**src/rtl/fir_pkg.sv**
```systemverilog
// fir_pkg: shared FIR widths, requant defaults and the round/shift/saturate function
// Contents: FIR_DIN_W, FIR_COEF_W, FIR_DOUT_W, REQ_DOUT_W, REQ_SHIFT, requant().
// Macro FIR_REQ_ROUND_EN: defined adds the half-LSB offset before the shift (round-half-up), else truncate.
package fir_pkg;
    localparam int FIR_DIN_W  = 8;
    localparam int FIR_COEF_W = 8;
    localparam int FIR_DOUT_W = 16;
    localparam int REQ_DOUT_W = 8;
    localparam int REQ_SHIFT  = 8;

    // The extra top bit keeps the rounding carry so near-full-scale inputs saturate instead of wrapping.
    function automatic logic [31:0] requant(input logic [31:0] d, input int shift, input int dout_w);
        logic [32:0] r;
        logic [32:0] m;
        r = {1'b0, d};
`ifdef FIR_REQ_ROUND_EN
        if (shift > 0) r = r + (33'd1 << (shift - 1));
`endif
        r = r >> shift;
        m = (33'd1 << dout_w) - 33'd1;
        return (r > m) ? m[31:0] : r[31:0];
    endfunction
endpackage

```
**src/rtl/fir_req_fifo.sv**
```systemverilog
// fir_req_fifo: synchronous FIFO with wrap-bit pointers
// Ports: clk, reset_n (async active-low); push/din write side; pop/dout read side (dout is the head entry);
//        count occupancy, full, empty.
module fir_req_fifo
    import fir_pkg::*;
#(
    parameter int W     = REQ_DOUT_W,
    parameter int DEPTH = 4
) (
    input  logic                       clk,
    input  logic                       reset_n,
    input  logic                       push,
    input  logic [W-1:0]               din,
    input  logic                       pop,
    output logic [W-1:0]               dout,
    output logic [$clog2(DEPTH):0]     count,
    output logic                       full,
    output logic                       empty
);
    localparam int AW = $clog2(DEPTH);

    logic [W-1:0] mem [DEPTH];
    logic [AW:0]  wp, rp;

    assign count = wp - rp;
    assign empty = wp == rp;
    // Full when the indices match but the wrap bits differ.
    assign full  = (wp ^ rp) == {1'b1, {AW{1'b0}}};
    assign dout  = mem[rp[AW-1:0]];

    always_ff @(posedge clk or negedge reset_n) begin
        if (!reset_n) begin
            wp <= '0;
            rp <= '0;
            for (int i = 0; i < DEPTH; i++) mem[i] <= '0;
        end else begin
            if (push) mem[wp[AW-1:0]] <= din;
            wp <= wp + (AW+1)'(push);
            rp <= rp + (AW+1)'(pop);
        end
    end
endmodule

```
**src/rtl/fir_out_requant.sv**
```systemverilog
// fir_out_requant: requantise FIR samples to DOUT_W, decimate, buffer and flag drops
// Ports: clk, reset_n (async active-low); en, decim, in_valid, in_data (input stream, never stalled);
//        out_valid/out_ready/out_data (FIFO head), count (occupancy), ovf (sticky drop flag), clr_ovf.
// Macro FIR_REQ_ROUND_EN: round-half-up when defined, truncation otherwise.
module fir_out_requant
    import fir_pkg::*;
#(
    parameter int DIN_W      = FIR_DOUT_W,
    parameter int DOUT_W     = REQ_DOUT_W,
    parameter int SHIFT      = REQ_SHIFT,
    parameter int FIFO_DEPTH = 4,
    parameter int DEC_W      = 4
) (
    input  logic                          clk,
    input  logic                          reset_n,
    input  logic                          en,
    input  logic [DEC_W-1:0]              decim,
    input  logic                          in_valid,
    input  logic [DIN_W-1:0]              in_data,
    output logic                          out_valid,
    input  logic                          out_ready,
    output logic [DOUT_W-1:0]             out_data,
    output logic [$clog2(FIFO_DEPTH):0]   count,
    output logic                          ovf,
    input  logic                          clr_ovf
);
    logic [DEC_W-1:0]  cnt;
    logic [DOUT_W-1:0] q, s1_q;
    logic              s1_valid, push, pop, full, empty;

    assign q         = DOUT_W'(requant(32'(in_data), SHIFT, DOUT_W));
    assign out_valid = ~empty;
    assign pop       = out_valid & out_ready;
    // A pop on the same edge frees the slot, so a full FIFO still accepts.
    assign push      = s1_valid & (~full | pop);

    always_ff @(posedge clk or negedge reset_n) begin
        if (!reset_n) begin
            cnt      <= '0;
            s1_valid <= 1'b0;
            s1_q     <= '0;
            ovf      <= 1'b0;
        end else begin
            // >= rather than == so a decim decrease below cnt still wraps.
            cnt      <= !en ? '0 : in_valid ? ((cnt >= decim) ? '0 : cnt + 1'b1) : cnt;
            s1_valid <= en & in_valid & (cnt == '0);
            s1_q     <= q;
            ovf      <= (s1_valid & full & ~pop) | (ovf & ~clr_ovf);
        end
    end

    fir_req_fifo #(.W(DOUT_W), .DEPTH(FIFO_DEPTH)) u_fifo (
        .clk     (clk),
        .reset_n (reset_n),
        .push    (push),
        .din     (s1_q),
        .pop     (pop),
        .dout    (out_data),
        .count   (count),
        .full    (full),
        .empty   (empty)
    );
endmodule

```
**config.mk**
```make
export PLATFORM = sky130hd
export DESIGN_NAME = fir_out_requant
export DESIGN_NICKNAME = d
export VERILOG_FILES = /design/src/rtl/fir_pkg.sv /design/src/rtl/fir_req_fifo.sv /design/src/rtl/fir_out_requant.sv
export SDC_FILE = /design/constraint.sdc
export NUM_CORES = 1
export LEC_CHECK = 0
export CAP_MARGIN = 5
export CORE_MARGIN = 3
export CORE_UTILIZATION = 56
export DETAILED_ROUTE_END_ITERATION = 6
export PLACE_DENSITY = 0.83
export SETUP_SLACK_MARGIN = 0.05
export SYNTH_ARGS = -nofsm -noshare
export SYNTH_HDL_FRONTEND = slang
export SYNTH_HIERARCHICAL = 1
export SYNTH_SLANG_ARGS = --single-unit
export TNS_END_PERCENT = 50
```
**constraint.sdc**
```tcl
create_clock -name clk -period 6.75 [get_ports clk]
set_clock_uncertainty 0.2 [all_clocks]
set_input_delay 1.0125 -clock clk [delete_from_list [all_inputs] [get_ports clk]]
set_output_delay 1.0125 -clock clk [all_outputs]
set_load 0.005 [all_outputs]
```
Word-level counts from Yosys, hierarchy flattened
Cells that the tools add are included.
{ "op_classes": {"addsub": 4, "n_lt_le_gt_ge": 5, "n_eq_ne": 3, "n_mux": 10, "n_bitwise": 16, "n_reduce_logical": 2} }
{ "ops": {"columns": ["operator", "n"], "rows": [
  ["bitwise mux 32 bit", 1],
  ["2-to-1 mux 8 bit", 4],
  ["binary-select mux 8 bit (select 2 bit)", 1],
  ["demux 8 bit (select 2 bit)", 1],
  ["2-to-1 mux 4 bit", 3],
  ["greater-than comparator 8 bit, second input constant", 1],
  ["AND 1 bit", 7],
  ["adder 3 x 1 -> 3 bit", 2],
  ["greater-or-equal comparator 3 bit, second input constant", 2],
  ["NOT 2 -> 3 bit", 2],
  ["adder 4 x 1 -> 4 bit, second input constant", 1],
  ["greater-or-equal comparator 4 bit", 1],
  ["zero test 4 bit", 1],
  ["NOT 1 bit", 4],
  ["equality test 3 bit", 1],
  ["equality test 3 bit, second input constant", 1],
  ["less-than comparator 3 x 1 -> 1 bit, second input constant", 1],
  ["subtractor 3 bit", 1],
  ["bitwise XOR 3 bit", 1],
  ["!= test 2 x 1 -> 1 bit, second input constant", 1],
  ["OR 1 bit", 2],
  ["logical AND 1 bit", 1]
]} }
{ "word_totals": {"regBits": 52, "in_bits": 26, "output_inout_bits": 13, "elab_cells": 50} }

Logic depth before layout (Yosys ltp)
Gate-level depths: netlist (run 1).
{ "logic_depth": {"word_depth": 6, "mapped_depth": 10, "mapped_depth_nobuf": 9} }

By module
The synthesis (run 1) kept the hierarchy.
{ "modules_own_cells": {"columns": ["module", "n_inst", "cells_each", "area_per_inst_um2"], "rows": [
  ["fir_req_fifo", 1, 102, 1710.4],
  ["fir_out_requant", 1, 56, 629.4]
]} }

Worst setup path before layout (run 1)
OpenSTA, ideal clock, no wires.
{ "synth_timing": {"kind": "register to register", "from": "register u_fifo.rp[1]", "to": "register u_fifo/mem[24] (netlist name)", "setup_time_ns": 0.125, "arrival_ns": 2.638, "path_slack_ns": 3.787, "path_stages_with_launch": 10, "synth_period_minus_slack_ns": 2.963, "cell_sequence": "dfrtp_1 -> clkbuf_1 -> inv_1 -> ha_1 -> nand2_1 -> nor2_1 -> nand2b_1 -> a21boi_0 -> nor3b_4 -> mux2_2"} }
{ "synth_via": {"elab_chain_cells": 5, "elab_cells_between_ends": 8, "cone_classes": "2 x eq/ne; 6 x bitwise"} }
{ "synth_lines": {"columns": ["item", "line", "text"], "rows": [
  ["from (decl)", "fir_req_fifo.sv:23", "logic [AW:0] wp, rp;"],
  ["from (signal assigned)", "fir_req_fifo.sv:39", "rp <= rp + (AW+1)'(pop);"],
  ["equality test 3 bit", "fir_req_fifo.sv:26", "assign empty = wp == rp;"],
  ["net empty", "fir_out_requant.sv:29", "logic s1_valid, push, pop, full, empty;"],
  ["NOT 1 bit", "fir_out_requant.sv:32", "assign out_valid = ~empty;"],
  ["AND 1 bit", "fir_out_requant.sv:33", "assign pop = out_valid & out_ready;"],
  ["OR 1 bit", "fir_out_requant.sv:35", "assign push = s1_valid & (~full | pop);"],
  ["AND 1 bit", "fir_out_requant.sv:35", null],
  ["net push", "fir_out_requant.sv:29", null],
  ["to (signal, indexed assignment)", "fir_req_fifo.sv:37", "if (push) mem[wp[AW-1:0]] <= din;"],
  ["to (decl)", "fir_req_fifo.sv:22", "logic [W-1:0] mem [DEPTH];"]
]} }
The timed path passes the listed nets, and every way through them passes these cells.
A chain may end at the register's enable or synchronous reset.

Worst setup path after layout (run 1)
{ "layout_timing": {"from": "register u_fifo.rp[0]", "to": "output port count[2]"} }
{ "layout_via": {"elab_chain_cells": 1} }
{ "layout_lines": {"columns": ["item", "line", "text"], "rows": [
  ["subtractor 3 bit", "fir_req_fifo.sv:25", "assign count = wp - rp;"],
  ["to (decl)", "fir_out_requant.sv:23", "output logic [$clog2(FIFO_DEPTH):0] count,"]
]} }
Every way passes these cells.

==> flow_summary.yaml, run 1 <==
global_routing:
  grt_max_degree: 53
  grt_remaining_overflow: 0
  grt_util_met3: 0.0497
  top_usage_layer: "met2"
  grtUsageMet1: 0.219
  antenna_found_initial: 0
  grtUsageMet2: 0.317
  grtUsageTotal: 0.182
  grt_pass1_wl_um: 7060
  grt_pass1_vias: 1498
synthesis:
  yosysSeqAreaShare: 0.556
  yosysTopAreaCell: "dfrtp_1"
  synth_area_leaders: "dfrtp_1 56%, mux2_2 15%, mux4_2 7.7%"
  yosys_register_bits: 52
  synth.avg_cell_area_um2: 14.8
  ys_warn_count: 6
  yosysTopAreaCellShare: 0.556
  synth_cell_types: 29
  synthesis.nets: 197
  synthCells: 158
  syn_area_um2: 2340
timing:
  setup_viol: 0
  finalHoldViolCount: 0
  min_period_ns: 3.61
  fin_crit_sh: 0.535
  rsz0062_at_grt: "false"
  worst_pin_slew_ns: 1.10
  slew_headroom: 0.265
  drv_slew: 0
  tns_ns: 0
  fmax_ghz: 0.277
  hold_slack_ns: 0.298
clocking:
  cts_tree: "built"
  cts-buffers-inserted: 5
  cts_resized: 0
  post_cts_buffers: 0
  clk_latency_ns: 0.30
  cts_hold_buf: 0
  clkTransAtPathRegs_ns: 0.09
  ctsLongestPathBuffers: 2
  cts.sink_count: 52
  cts_root_buffer: "clkbuf_8"
  cts_max_level: 2
placement:
  dpl_cell_area_um2: 2680
  numPortBuffers: 30
  hpwl_um: 2860
  gp_congestion: 0.766
  dpl.cell_count: 233
layout:
  layout-drive-gt1-share: 0.275
  final_cells: 241
  diodes: 0
  areaGrowthSynthToFinish_pct: 18.1
  design_area_um2: 2760
  nets: 231
worst_setup_path:
  cp-endpoint: "count[2]"
  start_kind: "flop"
  cp.required_ns: 5.54
  critPathSlowestCell: "dfrtp_1"
  r2r_slack_ns: 3.41
  worstSetupEndpointType: "output port"
  reg2regPathDepth: 8
  rr_endpoint: "u_fifo/mem[29]$_DFFE_PN0P_"
  path_class: "reg -> out"
  cp_data_arrival_time_ns: 2.40
  critPathMaxFanout: 10
  setup.worst_path.start: "u_fifo/rp[0]$_DFF_PN0_"
  path_cells: "ha_1, inv_1, fa_1, xnor2_1, clkdlybuf4s50_1"
  r2r_start: "u_fifo/rp[1]$_DFF_PN0_"
  critical_path.max_stage_delay_ns: 0.74
drt:
  vias: 1349
  drt_wl_total_um: 4040
  drtPass1Iterations: 4
  vias_per_cell: 5.60
  wl_per_cell_um: 16.8
  ant_nets: 0
  route.detailed.drc: 0
  drtIter0Drc: 43
die:
  core_um2: 3850
  start_util: 0.607
  die_x_um: 70.6
  die_height_um: 70.6
  dieArea_um2: 4990
  io_pins: 39
  rows: 22
worst_hold_path:
  hp-start: "u_fifo/wp[2]$_DFF_PN0_"
  hold_path.class: "reg -> reg"
outcome:
  status: "finished clean"
power:
  powerDensity_nw_per_um2: 430
  p_leak_nw: 1.24
  ir_drop_mv: 0.191
job:
  maxCapViolCount: 0
-- metal layers --
metal | part of all wire | vias to the layer above
met5 | 0 | -
met4 | 0.020 | 0
met3 | 0.038 | 8
met2 | 0.53 | 30
met1 | 0.41 | 683
li1 | - | 628
-- power breakdown --
group / switching [W] / internal, W
sequential: 0.000104 / 0.000430
combinational: 0.000149 / 0.000332
clock: 0.0000993 / 0.0000738
total: 0.000352 / 0.000836
-- stage by stage --
| step | util | setup WS (ns) | power, W |
|---|---|---|---|
| after floorplan | - | 3.79 | 0.000793 |
| after global placement | 0.694 | 3.30 | 0.000995 |
| after detailed placement | 0.694 | 3.23 | 0.00103 |
| after CTS | 0.717 | 3.07 | 0.00121 |
| after global routing | 0.717 | 2.92 | 0.00127 |
| final | 0.717 | 3.14 | 0.00119 |
-- area by class of cell --
| cell class | count | area (um^2) |
|---|---|---|
| tap | 48 | 60.1 |
| timing repair buffer | 30 | 295 |
| inverter | 12 | 45.0 |
| clock buffer | 6 | 72.6 |
| clock inverter | 2 | 16.3 |
| sequential | 52 | 1300 |
| fill | 267 | 1090 |
| multi-input combinational | 91 | 973 |
-- worst min path at each step --
stage | endpoint | cells past startpoint
CTS | u_fifo/wp[2]$_DFF_PN0_ | 1
finish | u_fifo/wp[2]$_DFF_PN0_ | 1
floorplan | u_fifo/wp[2]$_DFF_PN0_ | 1
global route | u_fifo/wp[2]$_DFF_PN0_ | 1
global placement | u_fifo/rp[2]$_DFF_PN0_ | 1
detailed placement | u_fifo/wp[2]$_DFF_PN0_ | 1
-- worst max-delay path, delay by kind of cell (launching register included) --
| kind | cells | cell delay [ns] |
|---|---|---|
| xor+xnor | 1 | 0.17 |
| fa+ha+maj | 2 | 0.62 |
| buf+inv | 2 | 0.57 |
| flops | 1 | 0.74 |
-- synth_stat cells --
cell      instances
xor2_1            3
a21oi_1           1
a21boi_0          1
nor2b_1           2
and3b_1           1
fa_1              1
nand2_1           5
nand3b_2          2
inv_1            12
nor2_1            2
buf_6             1
o22ai_1           4
o21ai_0           1
nor3b_2           1
buf_2             1
mux4_2            8
dfrtp_1          52
nand3_1           5
nor3b_4           1
nand3_2           1
and2b_1           1
mux2i_1           1
clkbuf_1          1
nand2b_1          1
mux2_2           32
xnor2_1           1
o211ai_1          2
o21ai_1           2
ha_1             12
-- cells in the final DEF (no fill, tap or decap) --
cell,n
a21boi_0,1
a21oi_1,1
and2b_1,1
and3b_1,1
buf_2,1
clkbuf_1,1
clkbuf_8,5
clkdlybuf4s50_1,29
clkinv_4,1
clkinvlp_4,1
dfrtp_1,52
fa_1,1
ha_1,12
inv_1,12
mux2_2,32
mux2i_1,1
mux4_2,8
nand2_1,5
nand2b_1,1
nand3_1,5
nand3_2,1
nand3b_2,2
nor2_1,2
nor2b_1,2
nor3b_2,1
nor3b_4,1
o211ai_1,2
o21ai_0,1
o21ai_1,2
o22ai_1,4
xnor2_1,1
xor2_1,3
-- cell families (layout without fill, tap and decap cells) --
group / count (synthesis) / after routing / share of synthesized area
multiplexers: 41 / 41 / 0.235
AO/OA/AOI/OAI: 11 / 11 / 0.0289
buffers and inverters: 15 / 50 / 0.0278
AND/OR/NAND/NOR: 22 / 22 / 0.0642
XOR/XNOR: 4 / 4 / 0.0150
flip-flops: 52 / 52 / 0.556
adder cells (fa/ha/maj): 13 / 13 / 0.0727
-- state kept, by name, summed over array words and instances, names as in the netlist --
signal,cells
cnt,4
u_fifo/mem,32
ovf,1
u_fifo/wp,3
s1_q,8
u_fifo/rp,3
s1_valid,1
No activity file was read; power rests on OpenSTA's default activity.
==> run 2: changes to the inputs <==
--- a/config.mk
+++ b/config.mk
@@ -7,9 +7,9 @@
 export LEC_CHECK = 0
 export CAP_MARGIN = 5
 export CORE_MARGIN = 3
-export CORE_UTILIZATION = 56
+export CORE_UTILIZATION = 52
 export DETAILED_ROUTE_END_ITERATION = 6
-export PLACE_DENSITY = 0.83
+export PLACE_DENSITY = 0.78
 export SETUP_SLACK_MARGIN = 0.05
 export SYNTH_ARGS = -nofsm -noshare
 export SYNTH_HDL_FRONTEND = slang
==> constraint.sdc (replaced) <==
create_clock -name clk -period 3.38 [get_ports clk]
set_clock_uncertainty 0.2 [all_clocks]
set_input_delay 0.507 -clock clk [delete_from_list [all_inputs] [get_ports clk]]
set_output_delay 0.507 -clock clk [all_outputs]
set_load 0.005 [all_outputs]
==> run 2 against run 1 <==
Net effect: die area is 7.0% higher; routed wire length up 3.8%; highest routed layer unchanged; cell area increased by 2.1%; flip-flop and latch count unchanged; sequential power is 89% higher; global-route usage fell by 0.29 points; critical path type unchanged.
==> flow_summary.yaml, run 2 (synthesis results as in run 1) <==
worst_setup_path:
  cp.required_ns: 2.67
  crit_top_cell: "inv_1"
  setup.worst_path.start: "u_fifo/wp[0]$_DFF_PN0_"
  start_kind: "flop"
  rr_endpoint: "u_fifo/mem[27]$_DFFE_PN0P_"
  path_class: "reg -> out"
  critPathMaxFanout: 6
  r2r_slack_ns: 0.57
  reg2regPathDepth: 8
  path_cells: "inv_1, ha_1, inv_1, fa_1, xnor2_1, clkdlybuf4s50_1"
  cp-endpoint: "count[2]"
  worstSetupEndpointType: "output port"
  r2r_start: "u_fifo/wp[0]$_DFF_PN0_"
  critical_path.max_stage_delay_ns: 0.52
  critPathSlowestCell: "clkdlybuf4s50_1"
  cp_data_arrival_time_ns: 2.15
clocking:
  cts_max_level: 2
  clk_latency_ns: 0.30
  ctsLongestPathBuffers: 2
  cts_resized: 0
  cts_hold_buf: 0
  cts.sink_count: 52
  clkTransAtPathRegs_ns: 0.09
  cts-buffers-inserted: 5
  post_cts_buffers: 0
  cts_root_buffer: "clkbuf_8"
  cts_tree: "built"
layout:
  layout-drive-gt1-share: 0.291
  top_regs: "u_fifo/mem x32, s1_q x8, cnt x4"
  final_cell_mix: "52 x dfrtp_1, 32 x mux2_2, 29 x clkdlybuf4s50_1"
  nFillCells: 297
  nets: 234
  largest_reg_flops: 32
  top_register: "u_fifo/mem"
  diodes: 0
  areaGrowthSynthToFinish_pct: 20.6
  final_common_cell: "dfrtp_1"
timing:
  slew_headroom: 0.264
  min_period_ns: 2.86
  finalHoldViolCount: 0
  fin_ws_ns: 0.518
  drv_slew: 0
  worst_pin_slew_ns: 1.10
  hold_slack_ns: 0.215
  tns_ns: 0
  fmax_ghz: 0.349
  rsz0062_at_grt: "false"
  fin_crit_sh: 0.847
  setup_viol: 0
drt:
  drtIter0Drc: 31
  route.detailed.drc: 0
  wl_per_cell_um: 17.1
  drt_wl_total_um: 4200
  vias_per_cell: 5.67
  ant_nets: 0
  drtPass1Iterations: 4
  vias: 1395
placement:
  hpwl_um: 3070
  numPortBuffers: 30
  gp_congestion: 0.760
  pre_cts_ws_ns: 0.574
global_routing:
  grt_pass1_wl_um: 7020
  grtUsageTotal: 0.179
  antenna_found_initial: 0
  grt_max_degree: 53
  grt_pass1_vias: 1520
  grt_remaining_overflow: 0
job:
  maxCapViolCount: 0
die:
  core_um2: 4170
  rows: 23
  io_pins: 39
  dieArea_um2: 5340
  die_height_um: 73.1
  die_x_um: 73.1
  start_util: 0.561
power:
  powerDensity_nw_per_um2: 882
  power.total_w: 0.00249
  p_leak_nw: 1.28
  ir_drop_mv: 0.462
worst_hold_path:
  hold_path.class: "in -> async"
outcome:
  status: "finished clean"
==> run 2: changes by cell type in the layout (fill, tap and decap cells not counted) <==
cell / delta
clkbuf_1: -1
clkinvlp_4: -1
bufinv_16: +1
buf_4: +3
clkbuf_8: +1
==> run 2: area by class of cell <==
type | count | area, um^2 | area share
multi-input cells | 91 | 973 | 0.345
well taps | 50 | 62.6 | 0.0222
flip-flops and latches | 52 | 1300 | 0.461
repair buffers | 33 | 318 | 0.113
inverters | 12 | 45.0 | 0.0160
clock buffers | 6 | 82.6 | 0.0293
clock inverters | 2 | 38.8 | 0.0137
==> run 2: layer usage <==
| metal | global-route usage | vias to the layer above | share of wire |
|---|---|---|---|
| li1 | - | 636 | - |
| met3 | 0.0455 | 7 | 0.042 |
| met5 | 0 | - | 0 |
| met2 | 0.317 | 36 | 0.55 |
| met1 | 0.205 | 716 | 0.39 |
| met4 | 0.0717 | 0 | 0.020 |
==> run 2: critical path: cells and delay by family, from the launching register on <==
family                   cells  cell delay [ns]
XOR/XNOR                     1             0.19
adder cells (fa/ha/maj)      2             0.52
buffers and inverters        3             0.65
flip-flops                   1             0.49
==> run 2: worst min-delay path by stage <==
stage | startpoint | to | depth (start not counted)
3_3_place_gp | u_fifo/wp[2]$_DFF_PN0_ | u_fifo/wp[2]$_DFF_PN0_ | 1
2_1_floorplan | reset_n | cnt[0]$_DFFE_PN0P_ | 0
5_1_grt | reset_n | s1_q[0]$_DFF_PN0_ | 1
6_report | reset_n | u_fifo/wp[2]$_DFF_PN0_ | 1
4_1_cts | reset_n | u_fifo/mem[7]$_DFFE_PN0P_ | 1
3_5_place_dp | u_fifo/rp[2]$_DFF_PN0_ | u_fifo/rp[2]$_DFF_PN0_ | 1
==> run 2: report_power, final <==
part	total (W)	internal [W]	switching (W)
combinational	0.00104	0.000682	0.000360
sequential	0.00101	0.000859	0.000150
clock	0.000437	0.000242	0.000195
total	0.00249	0.00178	0.000704
==> run 2: stage by stage <==
step	cells	utilization	instance area, um^2
floorplan	158	-	2340
global placement	238	0.647	2700
detailed placement	238	0.647	2700
CTS	246	0.676	2820
global route	246	0.676	2820
finish	246	0.676	2820
